### src/rtl/bf16_result_packer.sv
// bf16_result_packer: rounds fp32 results to bf16 (round-to-nearest-even), packs four per
// 64-bit word and streams the words out of a small FIFO, framed by a result count.
module bf16_result_packer #(
  parameter int DEPTH = 4,
  parameter int LEN_W = 16
) (
  input  logic             clk,
  input  logic             rst_n,
  input  logic             start,
  input  logic [LEN_W-1:0] len,
  input  logic             in_valid,
  input  logic [31:0]      in_data,
  output logic             in_ready,
  output logic             out_valid,
  output logic [63:0]      out_data,
  output logic             out_last,
  input  logic             out_ready,
  output logic             busy,
  output logic             done
);
  localparam int AW = (DEPTH > 1) ? $clog2(DEPTH) : 1;

  typedef enum logic [1:0] {S_IDLE, S_RUN, S_DRAIN} state_t;

  state_t           state_q, state_d;
  logic [LEN_W-1:0] rem_q, rem_d;
  logic [1:0]       lane_q, lane_d;
  logic [47:0]      asm_q, asm_d;
  logic [63:0]      mem_q [DEPTH];
  logic [63:0]      mem_d [DEPTH];
  logic [DEPTH-1:0] last_q, last_d;
  logic [AW-1:0]    wr_ptr_q, wr_ptr_d;
  logic [AW-1:0]    rd_ptr_q, rd_ptr_d;
  logic [AW:0]      cnt_q, cnt_d;
  logic             busy_q, busy_d;
  logic             done_q, done_d;

  logic        fifo_full;
  logic        accept;
  logic        pop;
  logic        push;
  logic        last_in;
  logic [31:0] rnd_sum;
  logic [15:0] rnd_unused;
  logic [15:0] bf;
  logic [5:0]  shamt;
  logic [63:0] word;

  assign fifo_full = (cnt_q == (AW+1)'(DEPTH));
  assign in_ready  = (state_q == S_RUN) && !fifo_full;
  assign out_valid = (cnt_q != '0);
  assign out_data  = out_valid ? mem_q[rd_ptr_q] : 64'h0;
  assign out_last  = out_valid & last_q[rd_ptr_q];
  assign busy      = busy_q;
  assign done      = done_q;

  assign accept  = in_valid && in_ready;
  assign pop     = out_valid && out_ready;
  assign last_in = (rem_q == LEN_W'(1));
  assign push    = accept && ((lane_q == 2'd3) || last_in);

  // Adding 0x7FFF plus the bf16 lsb rounds to nearest with ties going to the even value.
  assign rnd_sum    = in_data + 32'h0000_7FFF + {31'd0, in_data[16]};
  assign rnd_unused = rnd_sum[15:0];
  assign bf         = (in_data[30:23] == 8'd0) ? 16'h0000 : rnd_sum[31:16];

  // Lanes above the current one in asm_q are always zero, so OR-ing in the new lane is safe.
  assign shamt = {lane_q, 4'd0};
  assign word  = {16'h0, asm_q} | ({48'h0, bf} << shamt);

  always_comb begin
    state_d  = state_q;
    rem_d    = rem_q;
    lane_d   = lane_q;
    asm_d    = asm_q;
    mem_d    = mem_q;
    last_d   = last_q;
    wr_ptr_d = wr_ptr_q;
    rd_ptr_d = rd_ptr_q;
    cnt_d    = cnt_q;
    busy_d   = busy_q;
    done_d   = 1'b0;

    case (state_q)
      S_IDLE: begin
        if (start) begin
          if (len != '0) begin
            state_d = S_RUN;
            rem_d   = len;
            lane_d  = 2'd0;
            asm_d   = 48'h0;
            busy_d  = 1'b1;
          end else begin
            done_d = 1'b1;
          end
        end
      end
      S_RUN: begin
        if (accept) begin
          rem_d = rem_q - LEN_W'(1);
          if (push) begin
            lane_d = 2'd0;
            asm_d  = 48'h0;
          end else begin
            lane_d = lane_q + 2'd1;
            asm_d  = word[47:0];
          end
          if (last_in) state_d = S_DRAIN;
        end
      end
      S_DRAIN: begin
        if (pop && out_last) begin
          state_d = S_IDLE;
          busy_d  = 1'b0;
          done_d  = 1'b1;
        end
      end
      default: state_d = S_IDLE;
    endcase

    if (push) begin
      mem_d[wr_ptr_q]  = word;
      last_d[wr_ptr_q] = last_in;
      wr_ptr_d         = wr_ptr_q + 1'b1;
    end
    if (pop) rd_ptr_d = rd_ptr_q + 1'b1;

    case ({push, pop})
      2'b10:   cnt_d = cnt_q + 1'b1;
      2'b01:   cnt_d = cnt_q - 1'b1;
      default: cnt_d = cnt_q;
    endcase
  end

  always_ff @(posedge clk or negedge rst_n) begin
    if (!rst_n) begin
      state_q  <= S_IDLE;
      rem_q    <= '0;
      lane_q   <= 2'd0;
      asm_q    <= 48'h0;
      for (int i = 0; i < DEPTH; i++) mem_q[i] <= 64'h0;
      last_q   <= '0;
      wr_ptr_q <= '0;
      rd_ptr_q <= '0;
      cnt_q    <= '0;
      busy_q   <= 1'b0;
      done_q   <= 1'b0;
    end else begin
      state_q  <= state_d;
      rem_q    <= rem_d;
      lane_q   <= lane_d;
      asm_q    <= asm_d;
      mem_q    <= mem_d;
      last_q   <= last_d;
      wr_ptr_q <= wr_ptr_d;
      rd_ptr_q <= rd_ptr_d;
      cnt_q    <= cnt_d;
      busy_q   <= busy_d;
      done_q   <= done_d;
    end
  end

endmodule

### config.mk
export PLATFORM = sky130hd
export DESIGN_NAME = bf16_result_packer
export DESIGN_NICKNAME = d
export VERILOG_FILES = /design/src/rtl/bf16_result_packer.sv
export SDC_FILE = /design/constraint.sdc
export NUM_CORES = 1
export LEC_CHECK = 0
export CAP_MARGIN = 15
export CORE_ASPECT_RATIO = 1.4
export CORE_MARGIN = 2
export CORE_UTILIZATION = 60
export CTS_CLUSTER_SIZE = 28
export DETAILED_ROUTE_END_ITERATION = 6
export PLACE_DENSITY = 0.92
export SETUP_SLACK_MARGIN = 0.05
export SYNTH_ARGS = -nofsm -noshare
export SYNTH_HDL_FRONTEND = slang
export SYNTH_SLANG_ARGS = --single-unit
export TNS_END_PERCENT = 20
### constraint.sdc
create_clock -name clk -period 5.1 [get_ports clk]
set_clock_uncertainty 0.05 [all_clocks]
set_input_delay 1.02 -clock clk [delete_from_list [all_inputs] [get_ports clk]]
set_output_delay 1.02 -clock clk [all_outputs]
set_load 0.02 [all_outputs]
* Word level (Yosys, flattened, before mapping) *
Cells that the tools add are included.

cells by class
  multiplexer cells = 42
  $lt $le $gt $ge = 6
  add/sub/neg operators = 8
  shifts and indexed selects = 1
  reduce and logical (&&, ||, !) cells = 19
  equality and inequality tests = 12
  bitwise gates (word level) = 4

operators with widths
  operator                  count
  $bwmux W256               1
  $mux W64                  4
  $mux W48                  4
  $bmux W64 S2              1
  $demux W64 S2             1
  $pmux W48 S2              1
  $mux W16                  4
  $or A48 B64 Y64           1
  $shl A16 B6 Y64           1
  $add A32 B1 Y32           1
  $add A32 B15 Y32 const B  1
  $pmux W16 S2              1
  $mux W2                   9
  $eq A16 B1 Y1 const B     1
  $reduce_bool A16 Y1       1
  $sub A16 B1 Y16 const B   1
  $ne A2 B2 Y1 const B      5
  $logic_not A8 Y1          1
  $mux W1                   8
  $reduce_and A4 Y1         2
  $logic_and A1 B1 Y1       7
  $add A2 B1 Y2 const B     3
  $eq A2 B2 Y1 const B      3
  $ge A3 B3 Y1 const B      2
  22 further kinds          28

word-level totals
  input bits = 53
  output and inout bits = 69
  word-level logic and storage cells = 106
  flip-flop bits (word level) = 337

* Depth between registers and ports, before layout *
Gate-level depths: netlist of the first run.

  depth in word-level cells = 8
  mapped depth = 12
  gate-level depth less buffers = 11

* Least setup slack after synthesis of the first run *
OpenSTA, ideal clock, no wires.

  kind = reg2out
  start point = register rd_ptr_q[0]
  end point = output port out_data[25]
  data arrival time = 1.780 ns
  slack = 2.250 ns
  cell stages (with the launch flop) = 6
  buffers on the path = 3
  data required time = 4.030 ns
  cell sequence = dfrtp_1 clkbuf_1 buf_2 buf_2 mux4_2 and2_1

between the ends
  cells in the longest elaborated chain, start to end = 5

RTL lines
  item                                          line  source
  start: declaration                            33    logic [AW-1:0] rd_ptr_q, rd_ptr_d;
  start signal: assignment                      156   rd_ptr_q <= rd_ptr_d;
  $not A2 Y3 (not written as such)              52    assign out_data = out_valid ? mem_q[rd_ptr_q] : 64'h0;
  $bmux W64 S2                                  52
  $mux W64 (not written as such) (2 in series)  52
  $mux W64                                      52
  end: declaration                              15    output logic [63:0] out_data,

No other way between the ends. The select of a mux whose other input is x is not followed.

* Final worst setup path of the first run *
  start point = register rd_ptr_q[0]
  end point = output port out_data[14]

The elaborated chain is that of the path after synthesis.

==> flow_summary_export.csv, run 1 <==
group,metric,value,unit
timing,drv_slew,0,
setup_path,crit_fanout,27,
detailed_routing,wirelength,41300,um
synth,syn_area,15700,um2
power_and_ir_drop,p_total,10.8,mW
finish,nets,1575,
finish,fin_area,18200,um2
detailed_routing,postRouteAntennaNets,0,
detailed_routing,drtIter0Drc,1435,
placement,place_hpwl,26400,um
cts,clk_latency,0.52,ns
die,ios,122,
cts,post_cts_buffers,0,
setup_path,startpoint_type,"flip-flop",
detailed_routing,wire_per_inst,22.2,um
power_and_ir_drop,ir_drop,0.382,mV
synth,ys.flop_type,"dfrtp_1",
timing,finalSetupTns,0,ns
cts,path_clk_slew,0.07,ns
placement,routabilityCongestion,0.956,
detailed_routing,drc,0,
min_path,hold_path_class,"flip-flop to flip-flop",
finish,layout.cells.non_filler,1860,
global_route,grt_max_degree,119,
power_and_ir_drop,power_leakage,7.88,nW
timing,timing.fmax,0.244,GHz
global_route,grt_pass1_wl,65700,um
power_and_ir_drop,switching_share,0.369,
cts,h-tree-depth,2,
cts,cts_buffers,34,
flow_run,maxCapViolations,0,
timing,hold_violations,0,
timing,fin_crit,4.11,ns
setup_path,criticalPathCategory,"flip-flop to primary output",
synth,synth_top_area_cell,"dfrtp_1",
cts,clockBufferDepth,3,
synth,ys_ff_latch,337,
synth,ys_async_sr_fraction,1.00,
setup_path,r2r_setup_slack,1.96,ns
die,core_area,25900,um2
finish,drive_gt1_frac,0.145,
synth,synth_area_leaders,"dfrtp_1 (54%), mux4_2 (9.3%), a21oi_1 (4.6%)",
timing,worstMarginPinSlew,1.03,ns
setup_path,rr_worst_depth,6,
min_path,hold_end,"mem_q[135]",
power_and_ir_drop,pwr_density_cell,592,nW/um2
detailed_routing,detail_route.first_pass.iterations,7,
setup_path,regToRegStartpoint,"rem_q[12]",
global_route,antenna_found_initial,0,
die,dieArea,27500,um2
min_path,min_path_cells,2,
synth,synth_fp_nets,1497,
finish,antennaDiodeCount,0,
power_and_ir_drop,power_frac_seq,0.391,
setup_path,arrival,3.04,ns
die,die_y,195,um
power_and_ir_drop,p_clk_frac,0.234,
finish,fillCellCount,1704,
cts,cts_tree,"done",
global_route,grt_pass1_vias,12400,
placement,pre_cts_ws,1.40,ns
setup_path,r2r-end,"mem_q[238]",
cts,hold_buffers,0,
cts,clock-sinks,337,
timing,fin_ws,0.993,ns
cts,cts_resized,0,
cts,cts_root_buf,"clkbuf_16",
timing,setup-violations-final,0,
power_and_ir_drop,p_switching,3.97,mW
placement,numPortBuffers,121,
synth,seq_area_frac_synth,0.538,
synth,synth_edf_count,0,
global_route,grtUsageTotal,0.303,
finish,synthToLayoutAreaGrowth,16.0,%
timing,rsz0062_at_grt,"no",
synth,synth_top_area_share,0.538,
die,die_x,141,um
status,status,"finished, final reports clean",
timing,finalCritPeriodShare,0.805,
synth,syn-mean-instance-area,10.9,um2
die,rows,70,
detailed_routing,route.vias.total,12200,
synth,syn_inst,1435,
detailed_routing,vias_per_cell,6.54,
timing,relSlewSlack,0.314,
min_path,worstHoldStart,"mem_q[135]",
power_and_ir_drop,internal_power,6.81,mW
synth,yosysWarningCount,0,
power_and_ir_drop,power_frac_comb,0.375,
placement,placed_area,17000,um2
die,initial_core_util,0.605,
setup_path,end_kind,"primary output",
global_route,overflow,0,
setup_path,required,4.03,ns
placement,dp.cells,1798,
synth,synth_cell_type_count,61,
power by group through the flow:
stage	clock [mW]	sequential (mW)	combinational, mW
global placement	0	4.16	3.79
finish	2.52	4.22	4.04
global route	2.65	4.31	4.36
detailed placement	0	4.22	3.95
CTS	2.53	4.20	4.02
floorplan	0	3.90	2.81
placed cells by master, fill, tap and decap left out, types with 5 or more instances in the layout:
cell type / synthesis / routed
a31oi_1: 8 / 8
and2_1: 75 / 71
clkdlybuf4s50_1: 0 / 120
clkbuf_8: 0 / 7
inv_1: 14 / 14
a21oi_1: 145 / 145
o2bb2ai_1: 20 / 20
mux2_2: 57 / 57
clkbuf_1: 44 / 6
dfrtp_1: 337 / 335
nor3b_1: 5 / 5
nor4_1: 15 / 15
buf_12: 0 / 7
clkbuf_16: 0 / 35
o21bai_1: 8 / 8
ha_1: 8 / 8
xor2_1: 10 / 10
or3_1: 7 / 6
o21ai_0: 144 / 144
nand3_1: 12 / 12
nor2b_1: 5 / 5
a21boi_0: 6 / 6
nand2_1: 193 / 189
o21ai_1: 6 / 6
buf_4: 7 / 12
xnor2_1: 12 / 12
nor2_1: 122 / 122
mux4_2: 65 / 65
registers in the layout, indices dropped and copies added, names as in the netlist:
| signal | cells |
|---|---|
| wr_ptr_q | 2 |
| busy | 1 |
| rem_q | 16 |
| rd_ptr_q | 2 |
| lane_q | 2 |
| cnt_q | 3 |
| mem_q | 256 |
| done | 1 |
| asm_q | 48 |
| last_q | 4 |
| state_q | 2 |
Yosys cell counts, drive strengths merged (3+ instances only):
| library cell | instances |
|---|---|
| nor2 | 123 |
| o22a | 3 |
| nor3 | 8 |
| mux4 | 65 |
| and2 | 75 |
| dfrtp | 337 |
| buf | 54 |
| nand2b | 4 |
| a22oi | 3 |
| nor3b | 6 |
| o31a | 3 |
| o31ai | 5 |
| inv | 14 |
| o2bb2ai | 20 |
| a21boi | 6 |
| nand2 | 194 |
| o21ai | 150 |
| a31oi | 8 |
| o21bai | 8 |
| ha | 8 |
| nand4 | 4 |
| a21oi | 145 |
| nor4 | 18 |
| xnor2 | 12 |
| nand4b | 4 |
| nand3 | 12 |
| or3 | 7 |
| mux2 | 57 |
| nor2b | 5 |
| o32ai | 3 |
| clkbuf | 44 |
| xor2 | 11 |
| a32oi | 3 |
kinds of logic (layout without fill, tap and decap cells):
logic type | Yosys count | after routing | synth area share
simple gates | 465 | 465 | 0.140
xor+xnor | 23 | 23 | 0.0133
flops | 337 | 337 | 0.538
mux | 123 | 123 | 0.135
fa+ha+maj | 9 | 9 | 0.00766
compound gates | 366 | 366 | 0.132
buf+inv | 112 | 213 | 0.0353
how the worst max path moves through the flow:
stage / cells past startpoint / end / slack (ns) / from
2_1_floorplan: 5 / out_data[25] / 2.25 / rd_ptr_q[0]
3_3_place_gp: 10 / cnt_q[2] / 1.52 / in_valid
3_5_place_dp: 10 / cnt_q[2] / 1.40 / in_valid
4_1_cts: 4 / out_data[14] / 0.96 / rd_ptr_q[0]
5_1_grt: 4 / out_data[42] / 0.87 / rd_ptr_q[0]
6_report: 4 / out_data[14] / 0.99 / rd_ptr_q[0]
critical path, cell delays in order (launching register included):
cell             delay (ns)
dfrtp_4                0.80
buf_4                  0.40
mux4_2                 0.55
and2_1                 0.18
clkdlybuf4s50_1        0.56
routing by layer:
layer / vias to the layer above / share of wire / global-route usage
li1: 5198 / - / -
met5: - / 0 / 0
met3: 174 / 0.086 / 0.0586
met4: 0 / 0.048 / 0.154
met1: 6050 / 0.36 / 0.392
met2: 751 / 0.50 / 0.494
through the flow:
step | hold WS [ns] | utilization
6_report | 0.428 | 0.702
5_1_grt | 0.452 | 0.702
4_1_cts | 0.431 | 0.700
3_5_place_dp | 0.416 | 0.656
3_3_place_gp | 0.406 | 0.656
2_1_floorplan | 0.393 | -
area by class of cell:
class,instances,area (um2),share of cell area
Timing Repair Buffer,140,1450,0.0795
Sequential cell,337,8440,0.464
Clock buffer,48,995,0.0547
Tap cell,324,405,0.0223
Multi-Input combinational cell,986,6730,0.370
Inverter,14,52.6,0.00289
Clock inverter,11,129,0.00708
(Power assumes the default switching activity.)
==> run 2, diff against run 1 <==
--- a/config.mk
+++ b/config.mk
@@ -8,10 +8,10 @@
 export CAP_MARGIN = 15
 export CORE_ASPECT_RATIO = 1.4
 export CORE_MARGIN = 2
-export CORE_UTILIZATION = 60
+export CORE_UTILIZATION = 53
 export CTS_CLUSTER_SIZE = 28
 export DETAILED_ROUTE_END_ITERATION = 6
-export PLACE_DENSITY = 0.92
+export PLACE_DENSITY = 0.86
 export SETUP_SLACK_MARGIN = 0.05
 export SYNTH_ARGS = -nofsm -noshare
 export SYNTH_HDL_FRONTEND = slang
==> constraint.sdc (replaced) <==
create_clock -name clk -period 3.3 [get_ports clk]
set_clock_uncertainty 0.05 [all_clocks]
set_input_delay 0.66 -clock clk [delete_from_list [all_inputs] [get_ports clk]]
set_output_delay 0.66 -clock clk [all_outputs]
set_load 0.02 [all_outputs]
==> run 2 against run 1 <==
  * Global-route usage decreased by 3.9 points
  * Non-clock buffer count increased by 31
  * Total power increased by 55%
  * Worst setup slack got worse by 0.87 ns
  * Sequential power increased by 50%
  * Die area increased by 13%
  * Critical path type unchanged
  * Largest cell class unchanged
==> flow_summary_export.csv, run 2 (synthesis gave the netlist of run 1 again) <==
group,metric,value,unit
finish,largestRegisters,"mem_q x256, asm_q x48, rem_q x16",
die,initial_core_util,0.538,
detailed_routing,postRouteAntennaNets,0,
detailed_routing,wirelength,40200,um
finish,antennaDiodeCount,0,
die,dieArea,31000,um2
setup_path,cp_cell_sequence,"buf_12 -> buf_12 -> buf_16 -> mux4_2 -> and2_1 -> dlygate4sd2_1",
cts,hold_buffers,0,
finish,layout.cells.non_filler,1945,
finish,drive_gt1_frac,0.161,
timing,finalCritPeriodShare,0.962,
die,die_x,149,um
die,die_y,208,um
global_route,grtUsageTotal,0.264,
setup_path,rr_worst_depth,9,
detailed_routing,vias_per_cell,6.17,
power_and_ir_drop,power_leakage,8.38,nW
cts,clk_latency,0.57,ns
placement,place_hpwl,26200,um
die,core_area,29200,um2
global_route,grt_pass1_wl,65300,um
timing,setup-violations-final,0,
finish,synthToLayoutAreaGrowth,18.4,%
setup_path,r2r-end,"cnt_q[1]",
global_route,overflow,0,
detailed_routing,route.vias.total,12000,
detailed_routing,drc,0,
setup_path,cp_common_cell,"buf_12",
global_route,grt_max_degree,99,
status,status,"finished, final reports clean",
global_route,grt_pass1_vias,12500,
finish,regMostFlops,"mem_q",
timing,timing.fmax,0.315,GHz
finish,final_common_cell,"dfrtp_1",
setup_path,end_kind,"primary output",
setup_path,regToRegStartpoint,"rem_q[1]",
flow_run,maxCapViolations,0,
setup_path,crit_fanout,16,
power_and_ir_drop,pwr_density_cell,897,nW/um2
detailed_routing,wire_per_inst,20.7,um
finish,largest_reg_flops,256,
timing,rsz0062_at_grt,"yes",
timing,drv_slew,0,
detailed_routing,drtIter0Drc,1077,
setup_path,startpoint_type,"flip-flop",
die,ios,122,
setup_path,crit_path_max_incr_delay,0.53,ns
detailed_routing,detail_route.first_pass.iterations,6,
die,rows,74,
cts,cts_tree,"done",
placement,routabilityCongestion,0.920,
cts,path_clk_slew,0.06,ns
setup_path,criticalPathCategory,"flip-flop to primary output",
finish,mostFrequentLayoutCells,"dfrtp_1 (335), nand2_1 (189), a21oi_1 (145), o21ai_0 (144), nor2_1 (122)",
placement,numPortBuffers,121,
placement,dp.cells,1882,
setup_path,crit_slowest_cell,"mux4_2",
timing,hold_violations,0,
cts,clock-sinks,337,
setup_path,arrival,2.46,ns
power_and_ir_drop,ir_drop,0.508,mV
cts,cts_root_buf,"clkbuf_16",
finish,nets,1603,
global_route,antenna_found_initial,1,
cts,clockBufferDepth,3,
timing,worstMarginPinSlew,1.10,ns
timing,relSlewSlack,0.265,
timing,fin_crit,3.17,ns
finish,fillCellCount,2133,
min_path,hold_path_class,"primary input to asynchronous set/reset pin",
timing,finalSetupTns,0,ns
cts,cts_buffers,31,
cts,h-tree-depth,1,
setup_path,r2r_setup_slack,0.45,ns
setup_path,required,2.59,ns
[run 2: cell types whose count changed in the layout (fill, tap and decap cells not counted), moves of 2 or more]
cell and delta:
dlygate4sd2_1 +63, clkinv_2 +3, bufinv_16 +3, buf_16 +4, buf_4 +19, clkinvlp_4 -2, buf_12 +7, clkdlybuf4s50_1 -64
clkbuf_16 -4
[run 2: worst max-delay path, delay by kind of cell (launching register included)]
kind                   cells  cell delay (ns)
buffers and inverters      4             0.71
DFF                        1             0.49
muxes                      1             0.53
and+or+nand+nor            1             0.17
[run 2: final cells by class]
type | count | area, um2 | share of cell area
inverters | 14 | 52.6 | 0.00283
clock inverters | 14 | 208 | 0.0112
clock buffers | 43 | 891 | 0.0480
repair buffers | 171 | 1770 | 0.0955
multi-input cells | 986 | 6730 | 0.362
well taps | 380 | 475 | 0.0256
flip-flops and latches | 337 | 8440 | 0.454
[run 2: timing repair]
item | 4_1_cts | 5_1_grt
setup endpoints to repair | 64 | 2
cloned | 2 | 0
setup buffers | 3 | 1
resized for setup | 67 | 2
[run 2: metrics by stage]
step	hold slack, ns	power [mW]	util	cell area [um2]	setup WS (ns)
2_1_floorplan	0.314	10.4	-	15700	0.810
3_3_place_gp	0.406	12.4	0.597	17400	0.336
3_5_place_dp	0.416	12.8	0.597	17400	0.227
4_1_cts	0.120	16.6	0.636	18500	0.0504
5_1_grt	0.153	17.6	0.637	18600	0.0478
6_report	0.0740	16.7	0.637	18600	0.126
[run 2: layer usage]
layer  up-vias  wire [um]  GRT usage
met4         2       1740      0.114
met2       567      20300      0.438
li1       5261          -          -
met3       145       3150     0.0477
met1      6019      15000      0.339
met5         -         13          0
[run 2: how the worst max path moves through the flow]
| stage | cells after the start | startpoint | end |
|---|---|---|---|
| after detailed placement | 6 | in_data[16] | mem_q[158] |
| after CTS | 4 | rd_ptr_q[0] | out_data[44] |
| after floorplan | 5 | rd_ptr_q[0] | out_data[25] |
| final | 6 | rd_ptr_q[0] | out_data[54] |
| after global routing | 4 | cnt_q[1] | out_last |
| after global placement | 6 | in_data[16] | mem_q[42] |
[run 2: report_power, final]
| part | internal (mW) | switching [mW] |
|---|---|---|
| registers | 5.45 | 0.870 |
| clock network | 2.27 | 1.56 |
| logic | 2.84 | 3.66 |
| total | 10.6 | 6.10 |
